===== src/rtl/alu_pkg.sv =====
// rtl/alu_pkg.sv - op codes and FSM encodings shared by the ALU execute unit
package alu_pkg;

  localparam logic [3:0] OP_AND = 4'b0000;
  localparam logic [3:0] OP_OR  = 4'b0001;
  localparam logic [3:0] OP_ADD = 4'b0010;
  localparam logic [3:0] OP_SUB = 4'b0110;
  localparam logic [3:0] OP_SLL = 4'b0011;
  localparam logic [3:0] OP_SRL = 4'b0101;

  typedef enum logic [1:0] {
    S_IDLE  = 2'd0,
    S_SHIFT = 2'd1,
    S_WAIT  = 2'd2
  } state_t;

endpackage


===== src/rtl/alu_comb_core.sv =====
// rtl/alu_comb_core.sv - combinational AND/OR/ADD/SUB datapath with legality decode
module alu_comb_core
  import alu_pkg::*;
#(
  parameter int WIDTH = 32
) (
  input  logic [3:0]       i_op,
  input  logic [WIDTH-1:0] i_a,
  input  logic [WIDTH-1:0] i_b,
  output logic [WIDTH-1:0] o_result,
  output logic             o_legal
);

  // single-cycle ops; anything else reports not-legal with a zero result
  always_comb begin
    o_result = '0;
    o_legal  = 1'b1;
    case (i_op)
      OP_AND:  o_result = i_a & i_b;
      OP_OR:   o_result = i_a | i_b;
      OP_ADD:  o_result = i_a + i_b;
      OP_SUB:  o_result = i_a - i_b;
      default: o_legal  = 1'b0;
    endcase
  end

endmodule


===== src/rtl/alu_exec_unit.sv =====
// rtl/alu_exec_unit.sv - execute-stage ALU with valid/ready handshake; iterative SLL/SRL under ALU_SHIFT_EN
module alu_exec_unit
  import alu_pkg::*;
#(
  parameter int WIDTH = 32
) (
  input  logic             clk,
  input  logic             rst_n,
  input  logic             in_valid,
  output logic             in_ready,
  input  logic [3:0]       op,
  input  logic [WIDTH-1:0] a,
  input  logic [WIDTH-1:0] b,
  output logic             out_valid,
  input  logic             out_ready,
  output logic [WIDTH-1:0] result,
  output logic             zero,
  output logic             illegal
);

  logic [WIDTH-1:0] w_core_result;
  logic             w_core_legal;
  logic             w_accept;
  logic             w_out_free;
  logic             w_load;
  logic [WIDTH-1:0] w_load_result;
  logic             w_load_illegal;

  logic             r_out_valid;
  logic [WIDTH-1:0] r_result;
  logic             r_zero;
  logic             r_illegal;

  alu_comb_core #(.WIDTH(WIDTH)) u_core (
    .i_op     (op),
    .i_a      (a),
    .i_b      (b),
    .o_result (w_core_result),
    .o_legal  (w_core_legal)
  );

  assign w_accept   = in_valid & in_ready;
  assign w_out_free = ~r_out_valid | out_ready;

`ifdef ALU_SHIFT_EN
  localparam int SHW = $clog2(WIDTH);
  localparam logic [SHW-1:0] CNT_ONE = SHW'(1);

  state_t           r_state;
  state_t           w_next_state;
  logic [WIDTH-1:0] r_sh;
  logic [SHW-1:0]   r_cnt;
  logic             r_left;
  logic [SHW-1:0]   w_shamt;
  logic             w_is_shift;
  logic             w_start_shift;
  logic             w_last;
  logic [WIDTH-1:0] w_sh_step;

  assign w_shamt       = b[SHW-1:0];
  assign w_is_shift    = (op == OP_SLL) | (op == OP_SRL);
  assign w_start_shift = w_accept & w_is_shift & (w_shamt != '0);
  assign w_last        = (r_cnt == CNT_ONE);
  assign w_sh_step     = r_left ? (r_sh << 1) : (r_sh >> 1);

  // state register
  always_ff @(posedge clk or negedge rst_n) begin
    if (!rst_n) r_state <= S_IDLE;
    else        r_state <= w_next_state;
  end

  // next state: the last shift step goes straight to the output when it is free
  always_comb begin
    w_next_state = r_state;
    case (r_state)
      S_IDLE:  if (w_start_shift) w_next_state = S_SHIFT;
      S_SHIFT: if (w_last) w_next_state = w_out_free ? S_IDLE : S_WAIT;
      S_WAIT:  if (w_out_free) w_next_state = S_IDLE;
      default: w_next_state = S_IDLE;
    endcase
  end

  // FSM outputs: accept only in IDLE, select what loads into the output register
  always_comb begin
    in_ready       = (r_state == S_IDLE) & w_out_free;
    w_load         = 1'b0;
    w_load_result  = w_core_result;
    w_load_illegal = ~w_core_legal;
    case (r_state)
      S_IDLE: begin
        w_load = w_accept & ~w_start_shift;
        if (w_is_shift) begin
          w_load_result  = a;
          w_load_illegal = 1'b0;
        end
      end
      S_SHIFT: begin
        w_load         = w_last & w_out_free;
        w_load_result  = w_sh_step;
        w_load_illegal = 1'b0;
      end
      S_WAIT: begin
        w_load         = w_out_free;
        w_load_result  = r_sh;
        w_load_illegal = 1'b0;
      end
      default: w_load = 1'b0;
    endcase
  end

  // shift register and remaining-step counter; one bit per cycle while shifting
  always_ff @(posedge clk or negedge rst_n) begin
    if (!rst_n) begin
      r_sh   <= '0;
      r_cnt  <= '0;
      r_left <= 1'b0;
    end else if (w_start_shift) begin
      r_sh   <= a;
      r_cnt  <= w_shamt;
      r_left <= (op == OP_SLL);
    end else if (r_state == S_SHIFT) begin
      r_sh  <= w_sh_step;
      r_cnt <= r_cnt - CNT_ONE;
    end
  end
`else
  // without shifts every accepted op completes in one cycle
  always_comb begin
    in_ready       = w_out_free;
    w_load         = w_accept;
    w_load_result  = w_core_result;
    w_load_illegal = ~w_core_legal;
  end
`endif

  // single-entry output register: holds until the consumer takes it
  always_ff @(posedge clk or negedge rst_n) begin
    if (!rst_n) begin
      r_out_valid <= 1'b0;
      r_result    <= '0;
      r_zero      <= 1'b0;
      r_illegal   <= 1'b0;
    end else if (w_load) begin
      r_out_valid <= 1'b1;
      r_result    <= w_load_result;
      r_zero      <= ~|w_load_result;
      r_illegal   <= w_load_illegal;
    end else if (out_ready) begin
      r_out_valid <= 1'b0;
    end
  end

  assign out_valid = r_out_valid;
  assign result    = r_result;
  assign zero      = r_zero;
  assign illegal   = r_illegal;

endmodule

===== config.mk =====
export PLATFORM = sky130hd
export DESIGN_NAME = alu_exec_unit
export DESIGN_NICKNAME = d
export VERILOG_FILES = /design/src/rtl/alu_pkg.sv /design/src/rtl/alu_comb_core.sv /design/src/rtl/alu_exec_unit.sv
export SDC_FILE = /design/constraint.sdc
export NUM_CORES = 1
export LEC_CHECK = 0
export ABC_AREA = 1
export BUFFER_PORTS_ARGS = -buffer_cell sky130_fd_sc_hd__buf_4
export CAP_MARGIN = 20
export CORE_MARGIN = 1.5
export CORE_UTILIZATION = 35
export CTS_CLUSTER_DIAMETER = 60
export DETAILED_ROUTE_END_ITERATION = 10
export GPL_ROUTABILITY_DRIVEN = 0
export SYNTH_ARGS = -nofsm -noshare
export SYNTH_HDL_FRONTEND = slang
export SYNTH_SLANG_ARGS = --single-unit

===== constraint.sdc =====
create_clock -name clk -period 3.8 [get_ports clk]
set_clock_uncertainty 0.1 [all_clocks]
set_input_delay 0.19 -clock clk [delete_from_list [all_inputs] [get_ports clk]]
set_output_delay 0.19 -clock clk [all_outputs]
set_load 0.005 [all_outputs]

Word-level counts from Yosys, hierarchy flattened
Index checks and enable logic that the tools add are counted.
{"block": "word_totals", "output_inout_bits": 36, "latch_bits": 0, "in_bits": 72, "rom_bits": 0, "word_cells": 24, "ram_bits": 0, "regBits": 35, "mem_count": 0}
{"block": "op_classes", "eq_ne": 3, "mul": 0, "addsub": 2, "order_cmp": 0, "mux": 4, "n_shift": 0, "div": 0, "n_reduce_logical": 5, "bitwise": 6}
{"op": "one-hot mux 32 bit (4 select lines)", "count": 1}
{"op": "adder 32 bit", "count": 1}
{"op": "AND 32 bit", "count": 1}
{"op": "OR 32 bit", "count": 1}
{"op": "OR reduction 32 bit", "count": 1}
{"op": "subtractor 32 bit", "count": 1}
{"op": "== test 4 x 1 -> 1 bit (second input constant)", "count": 1}
{"op": "== test 4 x 2 -> 1 bit (second input constant)", "count": 1}
{"op": "== test 4 x 3 -> 1 bit (second input constant)", "count": 1}
{"op": "zero test 4 bit", "count": 1}
{"op": "OR reduction 4 bit", "count": 1}
{"op": "2-to-1 mux 1 bit", "count": 3}
{"op": "NOT 1 bit", "count": 2}
{"op": "nonzero test 2 bit", "count": 1}
{"op": "AND 1 bit", "count": 1}
{"op": "zero test 1 bit", "count": 1}
{"op": "OR 1 bit", "count": 1}

Logic depth before layout (Yosys ltp)
Gate-level depths: netlist of run 1.
{"block": "logic_depth", "word_depth": 4, "depth_mapped": 28, "mapped_depth_nobuf": 27}

Cells and area by module
Synthesis of run 1 repeated with hierarchy kept, for this count alone.
{"block": "hier_totals", "cells_unflattened": 976, "hier_area_um2": 5651.7}
{"module": "alu_comb_core", "seq_area_each_um2": 0.0, "cells_per_inst": 804, "area_each_um2": 4095.2, "instances": 1}
{"module": "alu_exec_unit", "seq_area_each_um2": 875.8, "cells_per_inst": 172, "area_each_um2": 1556.5, "instances": 1}

Worst setup path before layout of run 1
OpenSTA, ideal clock, no wires.
{"block": "synth_path", "path_type": "input to register", "start": "input port op[0]", "end": "register r_zero, in the netlist zero", "path_stages": 22, "required_time_ns": 3.634, "setup_slack_ns": 0.754, "setup_time_ns": 0.066, "arrival_time_ns": 2.880, "n_path_buf": 2, "cell_sequence": "buf_2 nor3_4 inv_2 nor2_4 clkbuf_1 nor2_1 xor2_1 inv_1 ha_1 nand2_1 inv_1 a21oi_1 nor2_1 o21ai_0 nand4_1 nand3_1 nand2_1 nor2_1 nand2_1 nor2_1 nand3_1 nand2_1"}
{"block": "synth_via", "elab_chain_cells": 4, "word_cells_on_any_way": 7, "cone_classes": "eq/ne (3); mux (1); reduce/logical (3)"}
{"element": "start: declaration", "line_no": "alu_exec_unit.sv:11", "rtl": "input logic [3:0] op,"}
{"element": "== test 4 x 3 -> 1 bit (tied with other cells)", "line_no": "alu_comb_core.sv:18", "rtl": "case (i_op)"}
{"element": "one-hot mux 32 bit (4 select lines) (*)", "line_no": "alu_comb_core.sv:18"}
{"element": "OR reduction 32 bit (*)", "line_no": "alu_exec_unit.sv:146", "rtl": "r_zero <= ~|w_load_result;"}
{"element": "zero test 1 bit (*)", "line_no": "alu_exec_unit.sv:146"}
{"element": "end signal: assignment", "line_no": "alu_exec_unit.sv:146"}
{"element": "end: declaration", "line_no": "alu_exec_unit.sv:31", "rtl": "logic r_zero;"}
Mark *: on every way between the ends. The rest lies on a longest branch, timed or not.
A chain may end at the register's enable or synchronous reset.

Worst setup path in the final report of run 1
{"block": "layout_path", "start": "input port b[1]", "end": "register r_zero, in the netlist zero"}
{"block": "layout_via", "elab_chain_cells": 4, "word_cells_on_any_way": 7, "cone_classes": "add/sub (2); mux (1); bitwise (2); reduce/logical (2)"}
{"element": "start: declaration", "line_no": "alu_exec_unit.sv:13", "rtl": "input logic [WIDTH-1:0] b,"}
{"element": "subtractor 32 bit (tied with other cells)", "line_no": "alu_comb_core.sv:22", "rtl": "OP_SUB: o_result = i_a - i_b;"}
{"element": "one-hot mux 32 bit (4 select lines) (*)", "line_no": "alu_comb_core.sv:18"}
{"element": "OR reduction 32 bit (*)", "line_no": "alu_exec_unit.sv:146"}
{"element": "zero test 1 bit (*)", "line_no": "alu_exec_unit.sv:146"}
Marked as above.

==> results of run 1 <==
[path summary, 6_finish.rpt]
check / start / to / slack (ns) / depth (start not counted)
worst max-delay path: b[1] / zero$_DFFE_PN0P_ / 0.38 / 28
worst min-delay path: in_valid / out_valid$_DFFE_PN0P_ / 0.05 / 3
worst max register to register: out_valid$_DFFE_PN0P_ / zero$_DFFE_PN0P_ / 1.68 / 12
worst min register to register: result[18]$_DFFE_PN0P_ / result[18]$_DFFE_PN0P_ / 0.38 / 2
max in group asynchronous: rst_n / result[13]$_DFFE_PN0P_ / 2.98 / 2
min in group asynchronous: rst_n / result[1]$_DFFE_PN0P_ / 0.30 / 2
[cell type report]
class                   count  area, sq um  share of cell area [%]
multi-input cells         742         3810                    57.4
repair buffers            145         1090                    16.4
flip-flops and latches     35          876                    13.2
inverters                 131          494                    7.45
well taps                 184          230                    3.47
clock buffers               5          125                    1.89
clock inverters             1         7.51                   0.113
[cells by family after synthesis]
| family | share of synthesized area (%) |
|---|---|
| DFF | 16.9 |
| adders and majority gates | 9.73 |
| AOI/OAI and AO/OA | 13.5 |
| buffers and inverters | 10.9 |
| and+or+nand+nor | 44.1 |
| xor gates and xnor gates | 4.89 |
[through the flow]
step                util [%]  TNS, ns
finish                  45.6        0
global route            45.6  -0.0198
CTS                     45.3        0
detailed placement      44.3  -0.0390
global placement        44.3        0
floorplan                  -        0
[worst register-to-register path: cells and delay by family (launching register included)]
family	cells	cell delay, ns
buffers and inverters	1	0.38
flip-flops	1	0.42
AO/OA/AOI/OAI	1	0.15
AND/OR/NAND/NOR	10	1.02
[cells in the final DEF (no fill, tap or decap), types with 14 or more instances in the layout]
cell / Yosys / final
nand2_1: 278 / 277
nor2_1: 150 / 144
buf_4: 0 / 144
inv_1: 129 / 128
nand3_1: 72 / 72
o21ai_0: 41 / 41
a31oi_1: 35 / 35
dfrtp_1: 35 / 35
ha_1: 34 / 34
a21oi_1: 35 / 28
xor2_1: 23 / 23
nand4_1: 14 / 14
nor3_1: 15 / 14
[synthesized netlist by cell type (4+ instances only)]
| library cell | n | area share [%] |
|---|---|---|
| buf_2 | 7 | 0.67 |
| a31oi_1 | 35 | 4.2 |
| nand4_1 | 14 | 1.7 |
| a21oi_1 | 35 | 3.4 |
| nor2_1 | 150 | 11 |
| maj3_1 | 6 | 1.2 |
| dfrtp_1 | 35 | 17 |
| o21ai_0 | 41 | 3.9 |
| o21bai_1 | 4 | 0.58 |
| nand3b_1 | 6 | 0.87 |
| ha_1 | 34 | 8.2 |
| inv_1 | 129 | 9.3 |
| nand2_1 | 278 | 20 |
| xnor2_1 | 6 | 1.0 |
| xor2_1 | 23 | 3.9 |
| nand3_1 | 72 | 6.9 |
| nor3_1 | 15 | 1.4 |
| clkbuf_1 | 10 | 0.72 |
[state kept, by name, summed over array words and instances (netlist names)]
signal and cells:
zero 1, illegal 1, result 32, out_valid 1
[power groups by stage]
stage          registers (W)  clock network (W)  logic, W
6_report            0.000446           0.000378  0.000870
5_1_grt             0.000453           0.000401  0.000979
4_1_cts             0.000447           0.000387  0.000853
3_5_place_dp        0.000454                  0  0.000848
3_3_place_gp        0.000450                  0  0.000853
2_1_floorplan       0.000453                  0  0.000487
[repair_timing]
action / CTS / global route
endpoints found under the hold margin: 35 / 0
hold buffers: 1 / 0
endpoints found under the setup margin: 0 / 2
resized for setup: 0 / 15
[per-layer routing]
metal  wire, um  vias up  GRT usage, %
li1           -     3253             -
met1       9520     2706          36.4
met2       7270      248          34.1
met3       1380       23          3.05
met4        432        0          7.22
met5          0        -             0
==> impl_results.rst, run 1 <==
.. list-table::
   :header-rows: 1

   * - Metric
     - Value
   * - Status
     - complete, no violations
   * - Number of diodes
     - 0
   * - Height of the chip
     - 125 um
   * - Data required, critical path
     - 3.92 ns
   * - Cell count after placement
     - approximately 1200
   * - Pre-CTS setup slack
     - -0.0390 ns
   * - Final HPWL from detailed placement
     - approximately 16000 um
   * - Drt via density
     - about 5
   * - Combined global-route utilization of all metal layers
     - 23.7%
   * - Worst rel slew slack
     - between 50% and 60%
   * - Root cell of the clock tree
     - clkbuf_16
   * - Final worst path period share
     - between 90% and 100%
   * - Worst vdd rail ir drop
     - 155 uV
   * - Register clock-pin slew on the reported worst setup and hold paths
     - 0.05 ns
   * - Number of global-route vias before repair
     - ~5800
   * - Data arrival time of the critical path
     - around 3.5 ns
   * - Sequential-to-total area share from yosys stat
     - between 10% and 20%
   * - Net count of the mapped netlist
     - a little over 1000
   * - Number of levels the H-tree was split into
     - 2
   * - Drt wl/cell
     - between 10 and 15 um
   * - Power after layout
     - 0.00169 W
   * - Path type of the worst min-delay path
     - primary input to register
   * - Fill cell instance count of the final layout
     - around 1600
   * - Post-DP Area
     - 6440 sq um
   * - Post-route setup slack
     - approximately 0.38 ns
   * - Overall routed net length
     - about 19000 um
   * - # IOs
     - approximately 110
   * - Dominant delay contributor by cell family on the critical path
     - simple AND/OR/NAND/NOR gates
   * - Library cells used by synthesis
     - 35
   * - Standby leakage power
     - roughly 3.7 nW
   * - Post-DRT Antenna Nets
     - 0
   * - Flip-flop and latch count after synthesis
     - 35
   * - Final Hold Vio Count
     - 0
   * - Number of buffers inserted during clock tree synthesis
     - 5
   * - DR pass1 iterations
     - 5
   * - Core ar.
     - 14500 sq um
   * - Design internal power
     - ~0.0010 W
   * - Die footprint
     - roughly 16000 sq um
   * - CP Launch Type
     - primary input
   * - Buffers on Ports
     - around 110
   * - CTS Buffer Depth
     - 2
   * - Maximum fanout along the worst path
     - 5
   * - Total grt overflow
     - 0
   * - Net switching share of the total power
     - 40.6%
   * - Mapped Cells
     - 925
   * - Critical path's largest stage delay
     - slightly below 0.4 ns
   * - Number of clock sinks
     - 35
   * - Number of synthesized flops with an enable pin
     - 0
   * - Maximum number of pins on one net before global-route repair
     - 43
   * - Clock insertion delay at the later pin of the skew report
     - about 0.28 ns
   * - Number of DRC markers after the initial detailed-route iteration
     - between 400 and 500
   * - Number of antenna violations at the first check in global routing
     - 0
   * - Clock network power share
     - between 20% and 30%
   * - Cell area after layout
     - approximately 6600 sq um
   * - Number of max-slew violations in the final report
     - 0
   * - Type of the worst setup path
     - primary input to register
   * - # Max-Cap Violations
     - 0
   * - Power Dens Cells
     - around 260 nW/um^2
   * - WHS
     - 0.0478 ns
   * - Net switching component of the power
     - about 0.00069 W
   * - Area Growth Syn to Fin
     - 27.7%
   * - Number of rows in the core area
     - 44
   * - Critical path's most frequent cell
     - nand2_1
   * - Overall die width
     - ~120 um
   * - Top_reg_cell synth
     - dfrtp_1
   * - Sort of element at the end of the critical path
     - register
   * - Summed instance area of the synthesized netlist
     - a little over 5000 sq um
   * - TritonCTS clock tree
     - built
   * - Clock period minus final worst setup slack
     - ~3.4 ns
   * - Postcts setup bufs
     - 0
   * - First-pass GRT wire length
     - approximately 30000 um
   * - Share of total power in combinational logic
     - about half
   * - Initial standard-cell utilization of the core
     - between 30% and 40%
   * - Buffers plus inverters on the worst setup path
     - 4
   * - Avg Synthesized Cell Area
     - around 5.6 sq um
   * - Highest-delay cell along the critical path
     - ha_1
   * - Final routed DRC violation total
     - 0
   * - Fraction of synthesis flops using an asynchronous set or reset pin
     - between 90% and 100%
   * - Count of synthesis-stage warnings from yosys
     - 0
   * - Fraction of layout instances using a drive strength above 1
     - ~17%
   * - Via Count
     - approximately 6200
   * - Slew @ Worst Pin
     - ~0.73 ns
   * - Highest clock frequency the design can meet
     - 292 MHz
   * - Number of nets in the layout
     - 1167
   * - Final setup viols
     - 0
   * - Flop pwr share
     - around a quarter
   * - Non-filler instance count after layout
     - 1243
No activity file was read; power rests on OpenSTA's default activity.
==> run 2: changes to the inputs <==
- CORE_UTILIZATION: 35 -> 50
- PLACE_DENSITY: default -> 0.81
==> run 2 against run 1 <==
  * Combinational power decreased by 3.3%
  * Sequential power is essentially flat
  * Final cell count shrank 5.1%
  * Via count up 1.5%
  * Die area fell by 29%
  * Register-to-register slack worse by 0.05 ns
  * Routed wire length shrank 10%
  * Critical path depth is 1 lower
==> impl_results.rst, run 2 (synthesized netlist as in run 1, its figures left out) <==
.. list-table::
   :header-rows: 1

   * - Metric
     - Value
   * - Final Hold Vio Count
     - 0
   * - Data required, critical path
     - 3.93 ns
   * - Fraction of layout instances using a drive strength above 1
     - between 10% and 20%
   * - Drt via density
     - 5.36
   * - Height of the chip
     - around 100 um
   * - Number of buffers inserted during clock tree synthesis
     - 5
   * - Number of clock sinks
     - 35
   * - Register clock-pin slew on the reported worst setup and hold paths
     - roughly 0.070 ns
   * - Maximum number of pins on one net before global-route repair
     - 43
   * - Number of rows in the core area
     - 37
   * - Design internal power
     - just under 0.0009 W
   * - Leading cell type in the layout, fill and taps excluded
     - nand2_1
   * - # Max-Cap Violations
     - 0
   * - CP Launch Type
     - primary input
   * - Post-DRT Antenna Nets
     - 0
   * - Setup TNS Final
     - 0 ns
   * - Overall routed net length
     - 16700 um
   * - Highest clock frequency the design can meet
     - ~280 MHz
   * - Number of global-route vias before repair
     - roughly 5900
   * - Cell count after placement
     - around 1200
   * - CTS Buffer Depth
     - 2
   * - Flop pwr share
     - between 20% and 30%
   * - Highest-delay cell along the critical path
     - ha_1
   * - Fill cell instance count of the final layout
     - between 1000 and 1500
   * - Final HPWL from detailed placement
     - between 10000 and 15000 um
   * - Number of flip-flops in the largest register
     - 32
   * - Combined area of the multi-input logic cells
     - 3860 sq um
   * - Buffers on Ports
     - roughly 110
   * - Number of nets in the layout
     - 1150
   * - Critical path's most frequent cell
     - nand2_1
   * - Number of antenna violations at the first check in global routing
     - 0
   * - Power Dens Cells
     - 240 nW/um^2
   * - Final routed DRC violation total
     - 0
   * - Clock period minus final worst setup slack
     - 3.59 ns
   * - Path type of the worst min-delay path
     - primary input to register
   * - Net switching component of the power
     - 0.000665 W
   * - Number of max-slew violations in the final report
     - 0
   * - Core ar.
     - 10200 sq um
   * - Maximum fanout along the worst path
     - 4
   * - Met1 Usage GRT
     - ~45%
   * - Final setup viols
     - 0
   * - Drt wl/cell
     - 14.2 um
   * - Met2 Usage GRT
     - ~48%
   * - Data arrival time of the critical path
     - 3.72 ns
   * - Root cell of the clock tree
     - clkbuf_8
   * - Clock insertion delay at the later pin of the skew report
     - roughly 0.28 ns
   * - Overall die width
     - roughly 100 um
   * - Clock network power share
     - between 15 and 20%
   * - Number of diodes
     - 0
   * - Power after layout
     - approximately 0.0015 W
   * - Net switching share of the total power
     - 42.9%
   * - Number of DRC markers after the initial detailed-route iteration
     - 646
   * - Dominant delay contributor by cell family on the critical path
     - simple AND/OR/NAND/NOR gates
   * - TritonCTS clock tree
     - built
   * - Type of the worst setup path
     - primary input to register
   * - Most congested layer reported by global routing
     - met2
   * - Status
     - complete, no violations
   * - Combined global-route utilization of all metal layers
     - between 30% and 40%
   * - Sort of element at the end of the critical path
     - register
   * - Standby leakage power
     - between 3 and 4 nW
   * - Worst vdd rail ir drop
     - between 150 and 200 uV
   * - DR pass1 iterations
     - 6
   * - Share of total power in combinational logic
     - 54.4%
   * - Buffers plus inverters on the worst setup path
     - 4
   * - Slew @ Worst Pin
     - between 0.6 and 0.7 ns
   * - Total grt overflow
     - 0
   * - Non-filler instance count after layout
     - approximately 1200
   * - Via Count
     - roughly 6300
   * - Die footprint
     - 11000 sq um
   * - Initial standard-cell utilization of the core
     - about half
   * - Final worst path period share
     - between 90% and 100%
   * - Worst rel slew slack
     - between 50% and 60%
   * - Met3 usage in global routing
     - around 4.6%
   * - Leading cell types in the layout, fill and taps excluded
     - nand2_1 (275), nor2_1 (139), buf_4 (127), inv_1 (126), nand3_1 (72)
   * - First-pass GRT wire length
     - between 20000 and 30000 um
   * - Critical path's largest stage delay
     - between 0.3 and 0.4 ns
   * - # IOs
     - between 100 and 150
   * - Number of levels the H-tree was split into
     - 2
   * - Area Growth Syn to Fin
     - 24.1%
   * - Seq. cell area
     - 876 sq um
run 2: worst paths after layout:
kind | startpoint | endpoint | slack, ns | cells past startpoint
hold / removal | in_valid | out_valid$_DFFE_PN0P_ | 0.03 | 3
hold reg to reg | result[4]$_DFFE_PN0P_ | result[4]$_DFFE_PN0P_ | 0.38 | 2
setup reg to reg | out_valid$_DFFE_PN0P_ | zero$_DFFE_PN0P_ | 1.63 | 12
max in group asynchronous | rst_n | result[26]$_DFFE_PN0P_ | 3.02 | 2
min in group asynchronous | rst_n | out_valid$_DFFE_PN0P_ | 0.27 | 2
setup / recovery | b[0] | zero$_DFFE_PN0P_ | 0.21 | 27
run 2: repair_timing:
item	in CTS	in global routing
hold buffers	1	0
buffers inserted	0	6
gates resized for setup	0	31
setup endpoints to repair	0	2
endpoints found under the hold margin	35	0
run 2: power by group through the flow:
stage / Combinational, W / Clock [W] / Sequential, W
after floorplan: 0.000487 / 0 / 0.000453
after global placement: 0.000793 / 0 / 0.000449
after detailed placement: 0.000801 / 0 / 0.000452
after CTS: 0.000804 / 0.000269 / 0.000445
after global routing: 0.000948 / 0.000287 / 0.000451
final: 0.000841 / 0.000262 / 0.000444
run 2: final cells by class:
cell class | instances | share of cell area, %
flip-flops and latches | 35 | 13.6
multi-input cells | 742 | 59.8
well taps | 136 | 2.64
clock buffers | 6 | 1.13
inverters | 131 | 7.67
repair buffers | 128 | 14.9
clock inverters | 2 | 0.194
run 2: worst min-delay path, stage by stage:
cell and delay, ns:
buf_4 0.07, inv_1 0.05, nand2_1 0.06
run 2: stage by stage:
| stage | utilization [%] | setup WS (ns) | hold WS (ns) | instance area, sq um |
|---|---|---|---|---|
| final | 63.3 | 0.210 | 0.0266 | 6450 |
| after CTS | 61.9 | 0.172 | 0.0197 | 6310 |
| after global placement | 61.0 | -0.0182 | 0.0575 | 6210 |
| after detailed placement | 61.0 | -0.123 | 0.0557 | 6210 |
| after global routing | 63.3 | -0.108 | 0.0277 | 6450 |
| after floorplan | - | 0.754 | -0.206 | 5190 |
run 2: metal layers:
metal  wire length [um]  part of all wire [%]  up-vias
met5                  0                     0        -
met4                401                   2.4        0
met3               1710                    10       31
met2               6920                    41      329
met1               7700                    46     2734
li1                   -                     -     3230
==> run 3: changes to the inputs <==
- PLACE_DENSITY: 0.81 -> 0.84
- clock period: 3.8 -> 3.1 ns (I/O delays scaled with it)
==> run 3 against run 2 <==
  * The flow now finishes with violations (negative setup slack)
  * Register-to-register slack got worse by 0.44 ns
  * Combinational power rose by 62%
  * Routed wire length rose by 23%
  * Total power rose by 47%
  * Core utilization rose by 14 points
  * Sequential share of layout area fell by 2.4 points
  * Worst setup slack got worse by 0.42 ns
  * Critical path depth rose by 1
  * Global-route usage rose by 2.1 points
==> impl_results.rst, run 3 (synthesized netlist as in run 1, its figures left out) <==
.. list-table::
   :header-rows: 1

   * - Metric
     - Value
   * - Flop2flop setup slack
     - 1.19 ns
   * - Number of flip-flops in the largest register
     - 32
   * - Number of global-route vias before repair
     - 6327
   * - Routed length on met2
     - 8970 um
   * - TritonCTS clock tree
     - built
   * - Critical path's largest stage delay
     - 0.29 ns
   * - Sort of element at the end of the critical path
     - register
   * - WHS
     - between 0.004 and 0.005 ns
   * - Setup TNS Final
     - -0.653 ns
   * - Final setup viols
     - 7
   * - Total grt overflow
     - 0
   * - Initial standard-cell utilization of the core
     - between 50 and 60%
   * - Height of the chip
     - about 100 um
   * - Area Growth Syn to Fin
     - 50.8%
   * - Type of the worst setup path
     - primary input to register
   * - Number of nets in the layout
     - approximately 1300
   * - Combined global-route utilization of all metal layers
     - between 30% and 40%
   * - Number of clock sinks
     - 35
   * - CP Launch Type
     - primary input
   * - Worst rel slew slack
     - between 50% and 60%
   * - Number of levels the H-tree was split into
     - 2
   * - Final Hold Vio Count
     - 0
   * - Final HPWL from detailed placement
     - ~15000 um
   * - Post-Route M1 WL
     - 8150 um
   * - Critical R2R Launch
     - out_valid$_DFFE_PN0P_
   * - Standby leakage power
     - roughly 4.3 nW
   * - Highest clock frequency the design can meet
     - around 300 MHz
   * - Number of logic stages on the critical path including buffering
     - 28
   * - Number of DRC markers after the initial detailed-route iteration
     - between 800 and 900
   * - Capture instance of the worst register-to-register path
     - illegal$_DFFE_PN0P_
   * - Cell count after placement
     - about 1300
   * - Drt via density
     - 5.66
   * - Worst Reg2Reg Path Length in Cells
     - 4
   * - CTS Buffer Depth
     - 2
   * - Overall routed net length
     - 20500 um
   * - Data arrival time of the critical path
     - around 3.4 ns
   * - Path type of the worst min-delay path
     - primary input to register
   * - Register clock-pin slew on the reported worst setup and hold paths
     - about 0.07 ns
   * - Via Count
     - between 7000 and 8000
   * - Maximum fanout along the worst path
     - 4
   * - Post-DRT Antenna Nets
     - 0
   * - Met3 Routed Length
     - 2440 um
   * - Number of diodes
     - 0
   * - Data required, critical path
     - around 3.2 ns
   * - Drt wl/cell
     - roughly 16 um
   * - # IOs
     - 108
   * - Critical path's most frequent cell
     - nand2_1
   * - Startpoint of the worst hold path
     - in_valid
   * - Maximum number of pins on one net before global-route repair
     - 42
   * - Buffers on Ports
     - ~110
   * - Number of buffers inserted during clock tree synthesis
     - 5
   * - Overall die width
     - between 100 and 150 um
   * - Clock period minus final worst setup slack
     - roughly 3.3 ns
   * - Uppermost metal layer occupied by signal nets
     - met4
   * - Number of antenna violations at the first check in global routing
     - 0
   * - # Max-Cap Violations
     - 0
   * - Clock insertion delay at the later pin of the skew report
     - ~0.29 ns
   * - Setup repair after global routing missed its margin
     - yes
   * - Core ar.
     - just over 10000 sq um
   * - Worst vdd rail ir drop
     - 221 uV
   * - Fraction of layout instances using a drive strength above 1
     - about 33%
   * - Number of max-slew violations in the final report
     - 0
   * - First-pass GRT wire length
     - a little under 30000 um
   * - Hold Path End
     - out_valid$_DFFE_PN0P_
   * - Post-route setup slack
     - -0.215 ns
   * - Leading cell types in the layout, fill and taps excluded
     - nand2_1 (252), buf_4 (250), nor2_1 (127), inv_1 (118), nand3_1 (64)
   * - Non-filler instance count after layout
     - approximately 1300
   * - Violations in the final reports
     - negative setup slack
   * - Slew @ Worst Pin
     - between 0.7 and 0.8 ns
   * - Dominant delay contributor by cell family on the critical path
     - simple AND/OR/NAND/NOR gates
   * - Power Dens Cells
     - 291 nW/um^2
   * - Final routed DRC violation total
     - 0
   * - Root cell of the clock tree
     - clkbuf_8
   * - Post-DP Area
     - 7190 sq um
   * - Status
     - complete, but fails checks
   * - Buffers plus inverters on the worst setup path
     - 6
   * - Hold-critical path depth
     - 3
   * - Cell area after layout
     - 7840 sq um
   * - Final Util
     - a little under 80%
   * - Highest-delay cell along the critical path
     - or2_4
   * - Final worst path period share
     - 107%
   * - Leading cell type in the layout, fill and taps excluded
     - nand2_1
   * - Number of rows in the core area
     - 37
   * - Die footprint
     - about 11000 sq um
   * - DR pass1 iterations
     - 7
## run 3: worst max path at each step
stage | from | end | slack, ns
after floorplan | op[0] | zero$_DFFE_PN0P_ | 0.09
after global placement | b[1] | zero$_DFFE_PN0P_ | -0.57
after detailed placement | b[1] | zero$_DFFE_PN0P_ | -0.58
after CTS | b[0] | zero$_DFFE_PN0P_ | -0.06
after global routing | b[1] | zero$_DFFE_PN0P_ | -0.43
final | b[1] | zero$_DFFE_PN0P_ | -0.21
## run 3: power by group
group	total [W]	switching, W	internal (W)
combinational	0.00136	0.000750	0.000612
clock	0.000370	0.000168	0.000202
sequential	0.000546	0.0000329	0.000513
total	0.00228	0.000951	0.00133
## run 3: layer usage
| metal | global-route usage (%) | vias to the layer above |
|---|---|---|
| met5 | 0 | - |
| met4 | 10.7 | 0 |
| met3 | 4.30 | 99 |
| met2 | 54.5 | 541 |
| met1 | 45.6 | 3307 |
| li1 | - | 3489 |
## run 3: what timing repair did
item                                    in CTS  in global routing
gates resized for setup                     51                 90
endpoints found under the setup margin      11                 19
hold buffers                                 1                  0
pin swaps                                   25                 21
hold endpoints to repair                    35                  0
gates cloned                                 0                  0
buffers inserted                             5                  6
## run 3: worst register-to-register path, cell delays in order, from the launching register on
cell	delay (ns)
dfrtp_1	0.43
a21oi_4	0.17
buf_4	0.37
inv_1	0.43
o31ai_1	0.32
## run 3: stage by stage
| step | power (W) | setup slack (ns) |
|---|---|---|
| floorplan | 0.00115 | 0.0890 |
| global placement | 0.00170 | -0.574 |
| detailed placement | 0.00173 | -0.580 |
| CTS | 0.00214 | -0.0579 |
| global route | 0.00242 | -0.430 |
| finish | 0.00228 | -0.215 |
## run 3: layout make-up
type	instances	area (sq um)
clock buffer	7	96.3
clock inverter	1	7.51
fill	747	2350
inverter	131	504
multi-input combinational	742	4160
sequential	35	876
tap	136	170
timing repair buffer	262	2030
